### src/rtl/fetch_unit.sv
// fetch_unit: instruction fetch stage in front of the decoder.
//
// Issues sequential word-aligned fetch addresses over a valid/ready request channel,
// tracks the PC of every accepted request, and buffers in-order responses together
// with their PCs in a small prefetch FIFO. A redirect flushes the FIFO, restarts
// fetch at the new PC, and drains responses still in flight from the old path.
//
// Ports:
//   clk, rst          clock and asynchronous active-high reset
//   mem_req_*         fetch request channel (valid/ready, 32-bit address)
//   mem_resp_*        in-order response channel (valid, 32-bit instruction word)
//   inst_*            instruction output to the decoder (valid/ready, data, pc)
//   redirect_*        taken branch/jump pulse and target PC
module fetch_unit #(
    parameter logic [31:0] RESET_PC   = 32'h0000_0000,
    parameter int unsigned FIFO_DEPTH = 4
) (
    input  logic        clk,
    input  logic        rst,
    output logic        mem_req_valid,
    input  logic        mem_req_ready,
    output logic [31:0] mem_req_addr,
    input  logic        mem_resp_valid,
    input  logic [31:0] mem_resp_data,
    output logic        inst_valid,
    input  logic        inst_ready,
    output logic [31:0] inst_data,
    output logic [31:0] inst_pc,
    input  logic        redirect_valid,
    input  logic [31:0] redirect_pc
);

    localparam int unsigned PtrW = (FIFO_DEPTH > 1) ? $clog2(FIFO_DEPTH) : 1;
    localparam int unsigned CntW = PtrW + 1;
    localparam logic [CntW:0] DepthCnt = (CntW + 1)'(FIFO_DEPTH);

    typedef enum logic {StFetch, StDrain} state_e;

    state_e          state_q, state_d;
    logic [31:0]     fetch_pc_q, fetch_pc_d;
    logic [31:0]     fifo_data_q [FIFO_DEPTH];
    logic [31:0]     fifo_data_d [FIFO_DEPTH];
    logic [31:0]     fifo_pc_q   [FIFO_DEPTH];
    logic [31:0]     fifo_pc_d   [FIFO_DEPTH];
    logic [31:0]     pcq_q       [FIFO_DEPTH];
    logic [31:0]     pcq_d       [FIFO_DEPTH];
    logic [PtrW-1:0] fifo_wr_q, fifo_wr_d, fifo_rd_q, fifo_rd_d;
    logic [PtrW-1:0] pcq_wr_q, pcq_wr_d, pcq_rd_q, pcq_rd_d;
    logic [CntW-1:0] fifo_count_q, fifo_count_d;
    logic [CntW-1:0] inflight_q, inflight_d;
    logic [CntW-1:0] stale_q, stale_d;
    logic [CntW:0]   occupancy;
    logic            req_hs, pop, resp_keep, resp_stale;
    logic            unused_redirect_lsbs;

    assign unused_redirect_lsbs = ^redirect_pc[1:0];

    // Counting in-flight requests against free FIFO slots means a response always has
    // somewhere to go, so the response channel needs no back-pressure.
    assign occupancy     = {1'b0, fifo_count_q} + {1'b0, inflight_q};
    assign mem_req_valid = !rst && (state_q == StFetch) && (occupancy < DepthCnt)
                           && !redirect_valid;
    assign mem_req_addr  = fetch_pc_q;

    assign inst_valid = (fifo_count_q != '0);
    assign inst_data  = inst_valid ? fifo_data_q[fifo_rd_q] : '0;
    assign inst_pc    = inst_valid ? fifo_pc_q[fifo_rd_q] : '0;

    assign req_hs     = mem_req_valid && mem_req_ready;
    assign pop        = inst_valid && inst_ready;
    assign resp_stale = mem_resp_valid && (stale_q != '0);
    // Responses landing in a redirect cycle belong to the old path.
    assign resp_keep  = mem_resp_valid && (stale_q == '0) && !redirect_valid;

    always_comb begin
        state_d      = state_q;
        fetch_pc_d   = fetch_pc_q;
        fifo_data_d  = fifo_data_q;
        fifo_pc_d    = fifo_pc_q;
        pcq_d        = pcq_q;
        fifo_wr_d    = fifo_wr_q;
        fifo_rd_d    = fifo_rd_q;
        pcq_wr_d     = pcq_wr_q;
        pcq_rd_d     = pcq_rd_q;
        stale_d      = stale_q;
        inflight_d   = inflight_q + CntW'(req_hs) - CntW'(mem_resp_valid);
        fifo_count_d = fifo_count_q + CntW'(resp_keep) - CntW'(pop);

        if (req_hs) begin
            pcq_d[pcq_wr_q] = fetch_pc_q;
            pcq_wr_d        = pcq_wr_q + PtrW'(1);
            fetch_pc_d      = fetch_pc_q + 32'd4;
        end

        if (resp_keep) begin
            fifo_data_d[fifo_wr_q] = mem_resp_data;
            fifo_pc_d[fifo_wr_q]   = pcq_q[pcq_rd_q];
            fifo_wr_d              = fifo_wr_q + PtrW'(1);
            pcq_rd_d               = pcq_rd_q + PtrW'(1);
        end

        if (pop) begin
            fifo_rd_d = fifo_rd_q + PtrW'(1);
        end

        if (resp_stale) begin
            stale_d = stale_q - CntW'(1);
        end

        if (state_q == StDrain && stale_d == '0) begin
            state_d = StFetch;
        end

        // No request is issued in a redirect cycle, so everything still in flight
        // after this edge is from the abandoned path.
        if (redirect_valid) begin
            fetch_pc_d   = {redirect_pc[31:2], 2'b00};
            fifo_count_d = '0;
            fifo_wr_d    = '0;
            fifo_rd_d    = '0;
            pcq_wr_d     = '0;
            pcq_rd_d     = '0;
            stale_d      = inflight_d;
            state_d      = (inflight_d != '0) ? StDrain : StFetch;
        end
    end

    always_ff @(posedge clk or posedge rst) begin
        if (rst) begin
            state_q      <= StFetch;
            fetch_pc_q   <= RESET_PC;
            fifo_data_q  <= '{default: '0};
            fifo_pc_q    <= '{default: '0};
            pcq_q        <= '{default: '0};
            fifo_wr_q    <= '0;
            fifo_rd_q    <= '0;
            pcq_wr_q     <= '0;
            pcq_rd_q     <= '0;
            fifo_count_q <= '0;
            inflight_q   <= '0;
            stale_q      <= '0;
        end else begin
            state_q      <= state_d;
            fetch_pc_q   <= fetch_pc_d;
            fifo_data_q  <= fifo_data_d;
            fifo_pc_q    <= fifo_pc_d;
            pcq_q        <= pcq_d;
            fifo_wr_q    <= fifo_wr_d;
            fifo_rd_q    <= fifo_rd_d;
            pcq_wr_q     <= pcq_wr_d;
            pcq_rd_q     <= pcq_rd_d;
            fifo_count_q <= fifo_count_d;
            inflight_q   <= inflight_d;
            stale_q      <= stale_d;
        end
    end

endmodule

### config.mk
export PLATFORM = sky130hd
export DESIGN_NAME = fetch_unit
export DESIGN_NICKNAME = d
export VERILOG_FILES = /design/src/rtl/fetch_unit.sv
export SDC_FILE = /design/constraint.sdc
export NUM_CORES = 1
export LEC_CHECK = 0
export CAP_MARGIN = 25
export CORE_MARGIN = 3
export CORE_UTILIZATION = 31
export DETAILED_ROUTE_END_ITERATION = 10
export PLACE_DENSITY = 0.59
export SLEW_MARGIN = 20
export SYNTH_ARGS = -nofsm -noshare
export SYNTH_HDL_FRONTEND = slang
export SYNTH_SLANG_ARGS = --single-unit
export TNS_END_PERCENT = 20
### constraint.sdc
create_clock -name clk -period 30 [get_ports clk]
set_input_delay 9 -clock clk [delete_from_list [all_inputs] [get_ports clk]]
set_output_delay 9 -clock clk [all_outputs]
set_load 0.03 [all_outputs]
==> results of run 1 <==
[layer usage]
layer	up-vias	GRT usage, %	part of all wire (%)
met2	237	23.2	47
met5	-	0	0
met4	0	3.71	2.0
met3	61	2.53	4.5
met1	6124	19.8	47
li1	5074	-	-
[cell usage in the layout (no fill, tap or decap), types with 5 or more instances in the layout]
master,Yosys,layout
o211ai_1,14,14
mux2_1,49,49
nand2_1,58,50
nand4_1,8,8
ha_1,17,17
nor3_1,7,7
mux4_2,92,92
and2_1,64,64
xnor2_1,9,9
nor2_1,22,22
clkbuf_8,0,9
and3_1,7,7
buf_12,0,5
mux2_2,316,316
inv_1,18,17
clkbuf_16,0,48
clkinv_2,0,8
clkbuf_1,32,13
clkdlybuf4s50_1,0,160
nand3_1,21,21
a21oi_1,11,11
xor2_1,8,8
dfrtp_1,416,414
buf_4,6,15
o21ai_0,27,27
[power groups by stage]
stage | Sequential [µW] | Combinational (µW) | Clock (µW)
3_3_place_gp | 743 | 565 | 0
5_1_grt | 757 | 620 | 629
4_1_cts | 743 | 580 | 604
6_report | 741 | 569 | 582
3_5_place_dp | 752 | 579 | 0
2_1_floorplan | 721 | 403 | 0
[critical path, stage by stage]
cell and delay [ns]:
clkdlybuf4s50_1 0.51, nor4_1 0.29, and3_1 0.20, clkdlybuf4s50_1 0.66
[state kept, by name, indices dropped and copies added (netlist names), 3 cells and up]
register / flops
mem_req_addr: 30
fifo_count_q: 3
fifo_data_q: 128
pcq_q: 120
fifo_pc_q: 120
inflight_q: 3
stale_q: 3
[per-stage QoR]
| stage | utilization, % | hold WS (ns) | instance area [µm²] | setup slack [ns] |
|---|---|---|---|---|
| after CTS | 38.0 | 0.485 | 23100 | 10.30 |
| after global routing | 38.1 | 0.495 | 23200 | 10.18 |
| after floorplan | - | 0.445 | 19200 | 9.42 |
| final | 38.1 | 0.474 | 23200 | 10.32 |
| after detailed placement | 35.4 | 0.472 | 21500 | 10.31 |
| after global placement | 35.3 | 0.460 | 21500 | 10.27 |
[logic make-up after synthesis]
group,share of synthesized area (%)
compound gates,2.38
xor+xnor,0.777
fa+ha+maj,1.32
buf+inv,2.77
flops,54.3
mux,32.4
other cells,0.0196
simple gates,6.05
[area by class of cell]
class	instances	area, µm²
Tap cell	782	978
Timing Repair Buffer	183	1860
Fill cell	5742	37600
Clock inverter	16	200
Inverter	19	78.8
Sequential cell	416	10400
Multi-Input combinational cell	785	8280
Clock buffer	70	1370
[final timing paths]
check	end	cells past startpoint	start	slack, ns
min in group asynchronous	stale_q[0]$_DFF_PP0_	2	rst	9.01
worst min register to register	pcq_q[100]$_DFFE_PP0P_	2	pcq_q[100]$_DFFE_PP0P_	0.47
worst max register to register	state_q$_DFFE_PP0P_	12	fifo_count_q[2]$_DFF_PP0_	26.67
worst max-delay path	mem_req_valid	4	rst	10.32
max in group asynchronous	fifo_data_q[58]$_DFFE_PP0P_	4	rst	18.64
worst min-delay path	pcq_q[100]$_DFFE_PP0P_	2	pcq_q[100]$_DFFE_PP0P_	0.47
==> implementation parameters, run 1 <==
Parameter                              Value

Status
  Status ... completed

Pwr
  Internal power component ... 1300 µW
  Logic pwr share ... 30.1%
  Total leakage power ... 0.0106 µW
  Largest vdd supply drop ... 0.0322 mV
  Total power after layout ... 1890 µW
  Clock power frac ... 30.8%
  Net Sw Power ... 589 µW
  P per Cell Area ... 81.6 nW/µm²
  Proportion of total power due to net switching ... 31.1%
  Seq pwr share ... 39.2%

Worst setup path
  Worst Setup Start Kind ... input pin
  WS Path Type ... in2out
  Required time of the critical path ... 21.00 ns
  Critical Path Fanout Max ... 2
  Sort of element at the end of the critical path ... output port
  Critical path arrival ... 10.68 ns

Detailed routing
  # DRC ... 0
  Vias post-DR ... 11496
  First-pass iteration count of the detailed router ... 4
  Starting DRC count in detailed routing ... 560
  Routed wire per std cell ... 20.1 µm
  Average vias per placed instance ... 5.06
  Number of nets still failing antenna checks after routing ... 0
  Aggregate routed wire length ... 45.7 mm

Clocking
  Total number of clock tree sinks ... 416
  Number of buffers created by CTS ... 47
  Number of setup buffers added after CTS ... 0
  # H-tree levels ... 2
  Quantity of gates resized following cts ... 0
  Count of hold buffers inserted by post-cts repair ... 0
  CTS root buffer ... clkbuf_16
  Max Root-Sink Buffers ... 3
  Clock transition at the registers of the reported paths ... 0.06 ns
  CTS tree ... done
  Worst skew pair latency ... 0.58 ns

Global route
  Vias in the first global route ... 12263
  Wire length of the first global-routing pass ... 72.4 mm
  Initial antenna violation count ... 0
  Pin count of the biggest net entering global routing ... 132
  Leftover overflow at the end of global routing ... 0
  GRT Resource Usage Total ... 14.3%

Synthesis
  Top flip-flop cell by instance count after synthesis ... dfrtp_1
  Post-synthesis instance area ... 19200 µm²
  Ys Warns ... 0
  Synth async-reset ratio ... 100%
  Count of flip-flops with a built-in enable after synthesis ... 0
  Synth cell count leaders ... 416 x dfrtp_1, 316 x mux2_2, 92 x mux4_2
  Syn_area_per_cell ... 14.6 µm²
  Register bit count reported by yosys ... 416
  Top-area cell type share of the netlist area ... 54.3%
  Biggest area contributors in the synthesized netlist ... dfrtp_1 54%, mux2_2 19%, mux4_2 11%, mux2_1 2.9%, and2_1 2.1%
  Cell with the most instances after synthesis ... dfrtp_1
  Post-synthesis cell count ... 1314
  Number of unique standard cell types used by synthesis ... 50
  Cell type contributing the most total cell area after synthesis ... dfrtp_1
  Sequential fraction of the synthesis area ... 54.3%

Layout
  Total number of nets in the final design ... 1541
  Non-Filler Instances ... 2271
  Count of antenna diodes in the layout ... 0
  Layout cell share with drive strength beyond 1 ... 35.1%
  Area delta synth->final ... 21.0%

Timing
  Slew of the pin with the lowest slew margin ... 0.981 ns
  Unrepaired setup endpoints after global routing ... false
  FMAX ... 50.8 MHz
  Worst clock skew on the final layout ... 0.0219 ns
  Max-slew violations ... 0
  Worst slew margin relative to its limit ... 34.3%
  Sum of negative setup slack ... 0 ns
  Final Hold Violating Endpoints ... 0
  Setup violators final ... 0
  Share of the clock period used by the worst path after layout ... 65.6%
  Clock period minus final worst setup slack ... 19.68 ns

Floorplan
  Horiz. Die Dim ... 255 µm
  DIE AREA ... 64800 µm²
  I/O Pins ... 168
  Die height ... 255 µm
  Core Footprint ... 60800 µm²
  Starting utilization of the core area ... 31.5%
  Rows ... 90

Placement
  Cell Count Post-Placement ... 2182
  Count of buffers inserted at the top-level ports ... 161
  HPWL reported at the end of detailed placement ... 28.2 mm
  Global placer's final weighted congestion ... 0.738

Worst hold path
  Worst min-delay path category ... reg2reg

Run
  Number of max-cap violations ... 0
Note: power is estimated with default switching activity, not from simulation.
==> run 2: changes to the inputs <==
==> constraint.sdc (replaced) <==
create_clock -name clk -period 19.9 [get_ports clk]
set_input_delay 5.97 -clock clk [delete_from_list [all_inputs] [get_ports clk]]
set_output_delay 5.97 -clock clk [all_outputs]
set_load 0.03 [all_outputs]
==> run 2 against run 1 <==
Net effect: sequential power up 51%; critical path depth stayed put; first-iteration DRC count shrank 8.8%; register-to-register slack worse by 10 ns; total power increased by 48%; sequential share of layout area up 0.15 points; combinational power increased by 50%; clock-buffer cell count is 4 lower; global-route usage is 0.33 points lower; critical path type unchanged.
==> implementation parameters, run 2 (same netlist as run 1, synthesis figures left out) <==
Parameter                              Value

Status
  Status ... completed

Floorplan
  DIE AREA ... 64800 µm² (unchanged)
  Rows ... 90 (unchanged)
  Die height ... 255 µm (unchanged)
  Horiz. Die Dim ... 255 µm (unchanged)
  I/O Pins ... 168 (unchanged)
  Starting utilization of the core area ... 31.5% (unchanged)
  Core Footprint ... 60800 µm² (unchanged)

Clocking
  Count of hold buffers inserted by post-cts repair ... 0 (unchanged)
  Number of buffers created by CTS ... 45 (-4.3%)
  Max Root-Sink Buffers ... 3 (unchanged)
  CTS root buffer ... clkbuf_16
  Clock transition at the registers of the reported paths ... 0.06 ns (about the same)
  # H-tree levels ... 2 (unchanged)
  Total number of clock tree sinks ... 416 (unchanged)
  Number of setup buffers added after CTS ... 0 (unchanged)
  Quantity of gates resized following cts ... 0 (unchanged)
  CTS tree ... done
  Worst skew pair latency ... 0.57 ns (about the same)

Worst setup path
  Worst r2r path cells ... 12 (unchanged)
  WS Path Type ... in2out
  Required time of the critical path ... 13.93 ns (-7.07 ns)
  R2r setup slk ... 16.56 ns (-10.11 ns)
  Sort of element at the end of the critical path ... output port
  Endpoint of the worst register-to-register path ... state_q$_DFFE_PP0P_
  Worst flop-to-flop path startpoint ... fifo_count_q[1]$_DFF_PP0_
  Worst Setup Start Kind ... input pin
  Critical Path Fanout Max ... 2 (unchanged)
  Critical path arrival ... 7.64 ns (-3.04 ns)

Layout
  Layout cell share with drive strength beyond 1 ... 35.0% (-0.081 points)
  Top register by number of flip-flops ... fifo_data_q
  Commonest non-fill, non-tap cells in the layout ... 414 x dfrtp_1, 316 x mux2_2, 160 x clkdlybuf4s50_1
  Total number of nets in the final design ... 1538 (-0.19%)
  Largest registers ... fifo_data_q: 128 flops, fifo_pc_q: 120 flops, pcq_q: 120 flops
  Layout Cell Area excl Fill ... 23100 µm² (-0.33%)
  Count of antenna diodes in the layout ... 0 (unchanged)
  Final core area utilization ... 38.0% (-0.13 points)
  Most common cell after layout, fill and taps aside ... dfrtp_1
  Area delta synth->final ... 20.6%
  Max FFs per register ... 128 (unchanged)
  Fill cell count ... 5767 (+0.44%)

Pwr
  Largest vdd supply drop ... 0.0602 mV (+87%)
  P per Cell Area ... 122 nW/µm² (+49%)
  Total leakage power ... 0.0106 µW (-0.36%)

Run
  Number of max-cap violations ... 0 (unchanged)

Timing
  Share of the clock period used by the worst path after layout ... 68.4%
  Worst clock skew on the final layout ... 0.00726 ns (-0.0146 ns)
  Sum of negative setup slack ... 0 ns (unchanged)
  Final Hold Violating Endpoints ... 0 (unchanged)
  Slew of the pin with the lowest slew margin ... 1.09 ns (+0.107 ns)
  Worst slew margin relative to its limit ... 27.2% (-7.2 points)
  FMAX ... 73.5 MHz
  Post-route worst setup slack ... 6.29 ns (-4.04 ns)
  Max-slew violations ... 0 (unchanged)
  Unrepaired setup endpoints after global routing ... false
  Clock period minus final worst setup slack ... 13.61 ns
  Setup violators final ... 0 (unchanged)

Global route
  Pin count of the biggest net entering global routing ... 115 (-13%)
  Vias in the first global route ... 12077 (-1.5%)
  GRT Resource Usage Total ... 14.0% (-0.33 points)
  Initial antenna violation count ... 0 (unchanged)
  Leftover overflow at the end of global routing ... 0 (unchanged)
  Wire length of the first global-routing pass ... 70.5 mm (-2.7%)

Detailed routing
  Average vias per placed instance ... 5.03 (-0.55%)
  First-pass iteration count of the detailed router ... 5 (+1)
  Routed wire per std cell ... 19.9 µm (-1.3%)
  Number of nets still failing antenna checks after routing ... 0 (unchanged)
  Vias post-DR ... 11393 (-0.90%)
  # DRC ... 0 (unchanged)
  Aggregate routed wire length ... 45.0 mm (-1.6%)
  Starting DRC count in detailed routing ... 511 (-8.8%)

Worst hold path
  Worst min-delay path category ... reg2reg
  Source of the worst hold timing path ... pcq_q[68]$_DFFE_PP0P_
  Hold Path Stages ... 2 (unchanged)
  End point of the worst hold path ... pcq_q[68]$_DFFE_PP0P_

Placement
  Global placer's final weighted congestion ... 0.737 (-0.15%)
  HPWL reported at the end of detailed placement ... 27.8 mm (-1.7%)
  Count of buffers inserted at the top-level ports ... 161 (unchanged)
  Area of placed instances ... 21500 µm² (-0.19%)
  Place WS ... 6.28 ns (-4.03 ns)
[run 2: worst max-delay path: stages]
cell and delay, ns:
clkdlybuf4s50_1 0.51, nor4_1 0.29, and3_1 0.20, clkdlybuf4s50_1 0.66
[run 2: stage by stage]
| step | hold slack, ns | total power, µW | cells |
|---|---|---|---|
| 3_5_place_dp | 0.472 | 2000 | 2180 |
| 5_1_grt | 0.506 | 2980 | 2263 |
| 2_1_floorplan | 0.445 | 1690 | 1317 |
| 6_report | 0.483 | 2810 | 2263 |
| 3_3_place_gp | 0.459 | 1970 | 2178 |
| 4_1_cts | 0.486 | 2860 | 2259 |
[run 2: power by group]
group / switching [µW] / total, µW / leakage (µW) / internal [µW]
clock: 345 / 838 / 0.000730 / 493
sequential: 117 / 1120 / 0.00561 / 1000
combinational: 419 / 853 / 0.00423 / 434
[run 2: how the worst max path moves through the flow]
stage	from	end	slack, ns	depth (start not counted)
floorplan	rst	fifo_count_q[0]$_DFF_PP0_	2.35	1
detailed placement	rst	mem_req_valid	6.28	4
finish	rst	mem_req_valid	6.29	4
global placement	rst	mem_req_valid	6.27	4
global route	rst	mem_req_valid	6.14	4
CTS	rst	mem_req_valid	6.27	4
[run 2: cell type report]
class                   count  area, µm²  share of cell area [%]
flip-flops and latches    416      10400                    45.1
multi-input cells         785       8280                    35.8
repair buffers            182       1870                    8.09
clock buffers              66       1340                    5.78
well taps                 782        978                    4.24
clock inverters            13        150                   0.650
inverters                  19       78.8                   0.341
[run 2: metal layers]
layer	vias to the layer above	wire length (µm)	track usage, %
met3	62	1890	2.54
li1	5080	-	-
met4	0	871	3.93
met2	242	21000	22.6
met5	-	0	0
met1	6009	21300	19.3
==> run 3: changes to the inputs <==
--- a/config.mk
+++ b/config.mk
@@ -9,7 +9,7 @@
 export CORE_MARGIN = 3
 export CORE_UTILIZATION = 31
 export DETAILED_ROUTE_END_ITERATION = 10
-export PLACE_DENSITY = 0.59
+export PLACE_DENSITY = 0.61
 export SLEW_MARGIN = 20
 export SYNTH_ARGS = -nofsm -noshare
 export SYNTH_HDL_FRONTEND = slang
==> constraint.sdc (replaced) <==
create_clock -name clk -period 11 [get_ports clk]
set_input_delay 3.3 -clock clk [delete_from_list [all_inputs] [get_ports clk]]
set_output_delay 3.3 -clock clk [all_outputs]
set_load 0.03 [all_outputs]
==> run 3 against run 2 <==
Net effect: sequential power is 80% higher; clock-buffer cell count is 12 higher; global-route usage is 0.30 points higher; via count hardly changed; highest routed layer unchanged; first-iteration DRC count is 34% higher; cell count is 0.27% higher; register-to-register slack worse by 9.0 ns; clock power is 91% higher.
==> implementation parameters, run 3 (same netlist as run 1, synthesis figures left out) <==
Parameter                              Value

Layout
  Fill cell count ... 5694 (-1.3%)
  Commonest non-fill, non-tap cells in the layout ... 414 x dfrtp_1, 316 x mux2_2, 160 x clkdlybuf4s50_1
  Max FFs per register ... 128 (unchanged)
  Total number of nets in the final design ... 1539 (+0.065%)
  Layout Cell Area excl Fill ... 23200 µm² (+0.39%)
  Layout cell share with drive strength beyond 1 ... 34.6% (-0.34 points)
  Area delta synth->final ... 21.0%
  Most common cell after layout, fill and taps aside ... dfrtp_1
  Count of antenna diodes in the layout ... 0 (unchanged)
  Top register by number of flip-flops ... fifo_data_q
  Sequential cell area in the final layout ... 10400 µm² (unchanged)
  Multi-input logic area ... 8280 µm² (unchanged)
  Final core area utilization ... 38.1% (+0.15 points)
  Largest registers ... fifo_data_q: 128 flops, fifo_pc_q: 120 flops, pcq_q: 120 flops

Clocking
  Number of buffers created by CTS ... 48 (+6.7%)
  Max Root-Sink Buffers ... 3 (unchanged)
  Quantity of gates resized following cts ... 0 (unchanged)
  Total number of clock tree sinks ... 416 (unchanged)
  Worst skew pair latency ... 0.57 ns (about the same)
  Number of setup buffers added after CTS ... 0 (unchanged)
  CTS root buffer ... clkbuf_16
  Clock transition at the registers of the reported paths ... 0.06 ns (about the same)
  CTS tree ... done
  Count of hold buffers inserted by post-cts repair ... 0 (unchanged)
  # H-tree levels ... 2 (unchanged)

Timing
  Worst clock skew on the final layout ... 0.0161 ns (+0.00887 ns)
  Final Hold Violating Endpoints ... 0 (unchanged)
  Share of the clock period used by the worst path after layout ... 75.7%
  Sum of negative setup slack ... 0 ns (unchanged)
  FMAX ... 120 MHz
  Clock period minus final worst setup slack ... 8.33 ns
  Slew of the pin with the lowest slew margin ... 1.05 ns (-0.0424 ns)
  Setup violators final ... 0 (unchanged)
  Max-slew violations ... 0 (unchanged)
  Worst slew margin relative to its limit ... 30.0% (+2.8 points)
  Unrepaired setup endpoints after global routing ... false

Pwr
  Total leakage power ... 0.0106 µW (+0.29%)
  P per Cell Area ... 223 nW/µm² (+83%)
  Largest vdd supply drop ... 0.106 mV (+76%)

Worst setup path
  Delay of the slowest critical-path stage ... 0.68 ns (+0.02 ns)
  Worst Setup Start Kind ... input pin
  Critical Path Fanout Max ... 57 (+55)
  Critical path cell sequence ... buf_2 > buf_4 > nor4_1 > and3_1 > clkdlybuf4s50_1
  Required time of the critical path ... 7.70 ns (-6.23 ns)
  Sort of element at the end of the critical path ... output port
  WS Path Type ... in2out
  Critical path arrival ... 5.03 ns (-2.61 ns)
  Crit-path slowest cell ... clkdlybuf4s50_1

Global route
  Pin count of the biggest net entering global routing ... 176 (+53%)
  Global-route met3 utilization ... 2.52% (-0.020 points)
  GRT Resource Usage Total ... 14.3% (+0.30 points)
  Initial antenna violation count ... 1 (+1)
  Met2 usage in global routing ... 23.5% (+0.94 points)
  Vias in the first global route ... 12469 (+3.2%)
  Wire length of the first global-routing pass ... 72.5 mm (+2.9%)
  Met1 Resource Use GR ... 19.6% (+0.23 points)
  Leftover overflow at the end of global routing ... 0 (unchanged)
  Layer with the highest usage after global routing ... met2

Placement
  Global placer's final weighted congestion ... 0.768 (+4.2%)
  Area of placed instances ... 21600 µm² (+0.39%)
  HPWL reported at the end of detailed placement ... 28.1 mm (+1.0%)
  Count of buffers inserted at the top-level ports ... 161 (unchanged)

Detailed routing
  Number of nets still failing antenna checks after routing ... 0 (unchanged)
  Routed wire per std cell ... 19.9 µm (+0.31%)
  Starting DRC count in detailed routing ... 687 (+34%)
  Aggregate routed wire length ... 45.3 mm (+0.58%)
  # DRC ... 0 (unchanged)
  Average vias per placed instance ... 5.02 (-0.36%)
  First-pass iteration count of the detailed router ... 6 (+1)
  Vias post-DR ... 11382 (-0.097%)

Run
  Number of max-cap violations ... 0 (unchanged)

Floorplan
  I/O Pins ... 168 (unchanged)
  Horiz. Die Dim ... 255 µm (unchanged)
  DIE AREA ... 64800 µm² (unchanged)
  Starting utilization of the core area ... 31.5% (unchanged)
  Rows ... 90 (unchanged)
  Die height ... 255 µm (unchanged)
  Core Footprint ... 60800 µm² (unchanged)

Status
  Status ... completed

Worst hold path
  Worst min-delay path category ... reg2reg
run 3: cell count changes in the layout (fill, tap and decap cells not counted), sizes merged:
cell	change
bufinv	+1
buf	-2
clkinv	-3
clkbuf	+12
inv	-2
run 3: worst paths after layout:
check,startpoint,end,slack [ns],depth (start not counted)
worst max register to register,fifo_count_q[1]$_DFF_PP0_,state_q$_DFFE_PP0P_,7.60,12
min in group asynchronous,rst,inflight_q[1]$_DFF_PP0_,3.06,2
worst min register to register,pcq_q[68]$_DFFE_PP0P_,pcq_q[68]$_DFFE_PP0P_,0.48,2
worst min-delay path,pcq_q[68]$_DFFE_PP0P_,pcq_q[68]$_DFFE_PP0P_,0.48,2
worst max-delay path,redirect_valid,mem_req_valid,2.67,5
max in group asynchronous,rst,fifo_rd_q[0]$_DFFE_PP0P_,6.43,4
run 3: power breakdown:
part / internal [µW] / switching [µW] / leakage [µW]
logic: 783 / 765 / 0.00422
registers: 1810 / 207 / 0.00561
clock network: 966 / 631 / 0.000772
run 3: critical path: cells and delay by family:
kind | cells | cell delay (ns)
buffers and inverters | 3 | 1.08
AND/OR/NAND/NOR | 2 | 0.64
run 3: cell type report:
| type | instances | area share [%] |
|---|---|---|
| flip-flops and latches | 416 | 44.9 |
| multi-input cells | 785 | 35.7 |
| repair buffers | 180 | 8.05 |
| clock buffers | 78 | 6.23 |
| well taps | 782 | 4.22 |
| clock inverters | 9 | 0.593 |
| inverters | 19 | 0.324 |
run 3: layer usage:
| metal | wire length [µm] | vias up |
|---|---|---|
| li1 | - | 5069 |
| met1 | 20600 | 5988 |
| met2 | 21700 | 273 |
| met3 | 2220 | 52 |
| met4 | 813 | 0 |
| met5 | 0 | - |
run 3: through the flow:
| step | std cells | worst slack, ns | power [µW] | hold slack, ns |
|---|---|---|---|---|
| after floorplan | 1317 | 2.09 | 3070 | 0.445 |
| after global placement | 2177 | 2.72 | 3570 | 0.459 |
| after detailed placement | 2181 | 2.71 | 3630 | 0.469 |
| after CTS | 2268 | 2.70 | 5260 | 0.490 |
| after global routing | 2269 | 2.56 | 5450 | 0.503 |
| final | 2269 | 2.67 | 5160 | 0.482 |
